File: src/rtl/fetch_pkg.sv
// Shared widths, constants and types for the instruction fetch stage.
package fetch_pkg;

    localparam int unsigned WORD_W           = 16;
    localparam logic [15:0] PC_STEP          = 16'd2;
    localparam logic [15:0] DEFAULT_RESET_PC = 16'h0000;
    localparam int unsigned MEM_WORDS        = 64;

    typedef enum logic [1:0] {
        OccEmpty,
        OccPartial,
        OccFull
    } occ_e;

    typedef struct packed {
        logic [WORD_W-1:0] ins;
        logic [WORD_W-1:0] pc;
    } qentry_t;

    // Instructions are halfword aligned; bit 0 of any target is dropped.
    function automatic logic [WORD_W-1:0] align_pc(input logic [WORD_W-1:0] pc);
        return {pc[WORD_W-1:1], 1'b0};
    endfunction

endpackage

File: src/rtl/fetch_queue.sv
// Small circular FIFO of {instruction, pc} pairs with synchronous flush.
module fetch_queue
    import fetch_pkg::*;
#(
    parameter int unsigned QDEPTH = 2,
    localparam int unsigned PTR_W = $clog2(QDEPTH),
    localparam int unsigned CNT_W = $clog2(QDEPTH + 1)
) (
    input  logic             clk,
    input  logic             rst_n,
    input  logic             i_push,
    input  qentry_t          i_entry,
    input  logic             i_pop,
    input  logic             i_flush,
    output qentry_t          o_head,
    output logic [CNT_W-1:0] o_count
);

    qentry_t          r_mem [QDEPTH];
    logic [PTR_W-1:0] r_head;
    logic [PTR_W-1:0] r_tail;
    logic [CNT_W-1:0] r_count;

    always_ff @(posedge clk) begin
        if (!rst_n) begin
            r_head  <= '0;
            r_tail  <= '0;
            r_count <= '0;
            for (int i = 0; i < QDEPTH; i++) begin
                r_mem[i] <= '0;
            end
        end else if (i_flush) begin
            // Storage is left stale; count=0 hides it from the consumer.
            r_head  <= '0;
            r_tail  <= '0;
            r_count <= '0;
        end else begin
            if (i_push) begin
                r_mem[r_tail] <= i_entry;
                r_tail        <= r_tail + 1'b1;
            end
            if (i_pop) begin
                r_head <= r_head + 1'b1;
            end
            case ({i_push, i_pop})
                2'b10:   r_count <= r_count + 1'b1;
                2'b01:   r_count <= r_count - 1'b1;
                default: r_count <= r_count;
            endcase
        end
    end

    assign o_head  = r_mem[r_head];
    assign o_count = r_count;

endmodule

File: src/rtl/fetch_unit.sv
// Fetch stage: owns the PC, shares the memory port with the data stage
// (data has priority) and queues fetched words toward decode.
module fetch_unit
    import fetch_pkg::*;
#(
    parameter int unsigned       QDEPTH   = 2,
    parameter logic [WORD_W-1:0] RESET_PC = DEFAULT_RESET_PC
) (
    input  logic              clk,
    input  logic              rst_n,
    output logic [WORD_W-1:0] a,
    output logic              we,
    output logic [WORD_W-1:0] wd,
    input  logic [WORD_W-1:0] rd,
    input  logic              dreq,
    input  logic              dwe,
    input  logic [WORD_W-1:0] daddr,
    input  logic [WORD_W-1:0] dwd,
    output logic [WORD_W-1:0] drd,
    input  logic              redirect,
    input  logic [WORD_W-1:0] redirect_pc,
    output logic [WORD_W-1:0] ins,
    output logic [WORD_W-1:0] ins_pc,
    output logic              ins_valid,
    input  logic              ins_ready
);

    localparam int unsigned CNT_W = $clog2(QDEPTH + 1);

    logic [WORD_W-1:0] r_pc;
    logic [CNT_W-1:0]  w_count;
    occ_e              w_occ;
    logic              w_pop;
    logic              w_fetch;
    qentry_t           w_head;
    qentry_t           w_push_entry;

    always_comb begin
        w_occ = OccPartial;
        if (w_count == '0) begin
            w_occ = OccEmpty;
        end else if (w_count == CNT_W'(QDEPTH)) begin
            w_occ = OccFull;
        end
    end

    assign ins_valid = (w_occ != OccEmpty);
    assign w_pop     = ins_valid & ins_ready & ~redirect;
    // A full queue may still fetch when the head leaves in the same cycle.
    assign w_fetch   = ~redirect & ~dreq & ((w_occ != OccFull) | w_pop);

    always_comb begin
        a  = r_pc;
        we = 1'b0;
        wd = '0;
        if (dreq) begin
            a  = daddr;
            we = dwe;
            wd = dwd;
        end
    end

    assign drd = rd;

    always_ff @(posedge clk) begin
        if (!rst_n) begin
            r_pc <= RESET_PC;
        end else if (redirect) begin
            r_pc <= align_pc(redirect_pc);
        end else if (w_fetch) begin
            r_pc <= r_pc + PC_STEP;
        end
    end

    assign w_push_entry = '{ins: rd, pc: r_pc};

    fetch_queue #(
        .QDEPTH (QDEPTH)
    ) u_queue (
        .clk     (clk),
        .rst_n   (rst_n),
        .i_push  (w_fetch),
        .i_entry (w_push_entry),
        .i_pop   (w_pop),
        .i_flush (redirect),
        .o_head  (w_head),
        .o_count (w_count)
    );

    assign ins    = w_head.ins;
    assign ins_pc = w_head.pc;

endmodule

File: config.mk
export PLATFORM = sky130hd
export DESIGN_NAME = fetch_unit
export DESIGN_NICKNAME = d
export VERILOG_FILES = /design/src/rtl/fetch_pkg.sv /design/src/rtl/fetch_queue.sv /design/src/rtl/fetch_unit.sv
export SDC_FILE = /design/constraint.sdc
export NUM_CORES = 1
export LEC_CHECK = 0
export CORE_ASPECT_RATIO = 1.5
export CORE_UTILIZATION = 46
export DETAILED_ROUTE_END_ITERATION = 6
export GPL_ROUTABILITY_DRIVEN = 1
export GPL_TIMING_DRIVEN = 0
export PLACE_DENSITY_LB_ADDON = 0.05
export SYNTH_ARGS = -nofsm -noshare
export SYNTH_HDL_FRONTEND = slang
export SYNTH_HIERARCHICAL = 1
export SYNTH_SLANG_ARGS = --single-unit
File: constraint.sdc
create_clock -name clk -period 9.29 [get_ports clk]
set_input_delay 1.858 -clock clk [delete_from_list [all_inputs] [get_ports clk]]
set_output_delay 1.858 -clock clk [all_outputs]
set_load 0.05 [all_outputs]
==> impl_results.md <==
* Worst r2r src: r_pc[3]
* DR vias at approximately 3400
* Syn Inst Count at 361
* Max FO, Critical Path at 10
* Outcome: complete, no violations
* Reg2Reg Depth at 4
* 1st-iter DRT viols at between 150 and 200
* Root buffer cell: clkbuf_16
* Fin util at 0.7046
* Avg Inst Size Synth at between 10 and 15 µm²
* Worst setup EP type: output port
* Clock Latency Late Sink at between 0.3 and 0.4 ns
* Fmax at 0.1774 GHz
* # DRC at 0
* Clk sink count at 84
* DRT antenna net count at 0
* Mapped cell area at ~0.0043 mm²
* Post-synth EDFFs at between 60 and 70
* First-pass GRT wire length at 16750 µm
* CTS H-tree lvls at 3
* Ys Warns at 6
* Clock Path Buffers at 2
* Library cells used by synthesis at between 40 and 50
* RSZ-0062 raised after global routing: false
* Die area at roughly 0.0097 mm²
* Routed len/inst at about 17 µm
* Worst Hold Class: flop to flop
* Commonest non-fill, non-tap cell in the layout: clkdlybuf4s50_1
* Post-synthesis register bit count at 84
* DP HPWL at around 8100 µm
* Hold WS at approximately 0.54 ns
* Slew of the pin with the lowest slew margin at 0.8151 ns
* Relative slew slack at 0.4524
* Total Nets Final at approximately 600
* Clk slew on worst S/H paths at 0.06 ns
* Die width at just over 80 µm
* Remaining global-route overflow at 0
* Max Clock Skew at between 0.005 and 0.006 ns
* Hold-fix buffers at CTS at 0
* Crit path from: dreq
* Initial core utilization at 0.4808
* Register area share after synthesis at 0.5406
* TNS Setup at 0 ns
* # IOs at about 150
* Initial antenna violation count at 0
* Final hold violations at 0
* CTS Buf Count at 9
* Pleak at about 0.0026 µW
* Port Buffers at between 100 and 150
* Setup crit start kind: input pin
* Total Routing Usage GR at 0.2279
* Crit Path Class: input pin to output port
* Num rows at 42
* Vias in the first global route at around 3600
* Final setup viols at 0
* Non-filler cells, final at 639
* TritonRoute pass-1 iters at 4
* Share of post-route cells with drive strength above 1 at 0.1985
* Core Box Area at ~0.009 mm²
* Post-CTS Setup Inserts at 0
* Asr flop ratio synth at 0
* Ant diodes at 0
* Max Cap Viol at 0
* Post-route clock period utilization at 0.6066
* Hold Crit Start: u_queue/o_count[1]
* Vias per cell at 5.371
* Largest net degree at the start of global routing at 28
* Worst EP arrival at 3.78 ns
* CTS resizes at 0
* Area Growth Syn to Fin at 46.55%
* Chip height at ~120 µm
* Max IR drop VDD at 0.1308 mV
* Worst path required time at 7.43 ns
* RePlAce Congestion at approximately 0.86
* Placed insts at between 600 and 700
* Crit path time final at around 5.6 ns
* Hold depth at 2
* WL final at roughly 11000 µm
* Max-slew violation count at 0
* Power per standard cell area at about 160 mW/mm²
* CTS tree: built
* Synth Flop Type: edfxtp_1
* Most frequent cells in the layout: clkdlybuf4s50_1, and3_1, edfxtp_1
==> critical path, cell delays in order <==
cell,delay [ns]
buf_4,0.13
clkbuf_1,0.40
clkbuf_1,0.37
nand2_1,0.09
o21ai_0,0.10
clkdlybuf4s50_1,0.83
==> metrics by stage <==
step | power, µW | worst slack (ns) | area, µm²
finish | 994.6 | 3.655 | 6295
global route | 1030 | 3.520 | 6295
CTS | 1001 | 3.640 | 6295
detailed placement | 649.3 | 3.665 | 5991
global placement | 644.4 | 2.199 | 5928
floorplan | 561.6 | 3.677 | 4299
==> Yosys cell counts, types with 2 or more instances <==
library cell   n  area share
clkbuf_8       2      0.0064
nand2b_1       3      0.0044
a21oi_1        8      0.0093
nand3_1        5      0.0058
a211oi_1       2      0.0035
xor2_1         4      0.0082
edfxtp_1      64        0.45
clkbuf_1       8      0.0070
mux2_2        44        0.12
o21ai_0       18       0.021
or3_1          2      0.0029
xnor2_1        6       0.012
inv_1          3      0.0026
clkbuf_2       7      0.0082
a31oi_1        6      0.0087
nand4_1        2      0.0029
and3_1        66       0.096
buf_4         21       0.037
nor3_1         2      0.0023
nor2_1         7      0.0061
buf_2          4      0.0047
dfxtp_1       20       0.093
ha_1           2      0.0058
or4_1          3      0.0052
mux2_1         2      0.0052
o31ai_1        2      0.0035
and4_1         2      0.0041
and2_1        20       0.029
nand2_1        9      0.0079
==> flip-flops by register name, summed over array words and instances (netlist names), named ones only <==
signal and count:
u_queue/r_mem 64, u_queue/r_tail 1, r_pc 15, u_queue/o_count 2
u_queue/r_head 1
==> final cells by class <==
type	count	area, µm²
inverter	4	15.01
fill	683	2639
multi-input combinational	232	1714
tap	110	137.6
sequential	84	2322
clock inverter	4	47.55
timing repair buffer	151	1531
clock buffer	12	256.5
buffer	42	270.3
==> cells by family after synthesis <==
group                    share of synthesized area
XOR/XNOR                                   0.02039
other                                    0.0008730
multiplexers                                0.1206
AND/OR/NAND/NOR                             0.1911
flip-flops                                  0.5406
adder cells (fa/ha/maj)                   0.005825
AO/OA/AOI/OAI                              0.05418
buffers and inverters                      0.06641
==> path summary, 6_finish.rpt <==
| kind | endpoint | slack (ns) |
|---|---|---|
| worst max-delay path | a[10] | 3.65 |
| worst min-delay path | u_queue/o_count[1] | 0.54 |
| worst max register to register | r_pc[12] | 7.08 |
| worst min register to register | u_queue/o_count[1] | 0.54 |
==> power by group <==
part	total [µW]	internal [µW]	switching, µW	leakage [µW]
sequential	432	420	11.5	0.000840
combinational	209	87.7	122	0.00160
clock	354	222	132	0.000149
total	995	730	265	0.00259
==> routing by layer <==
metal	up-vias	track usage	wire length, µm
li1	1651	-	-
met1	1635	0.2337	3834
met2	128	0.4322	6178
met3	18	0.03396	511
met4	0	0.1105	198
met5	-	0	0
No activity file was read; power rests on OpenSTA's default activity.
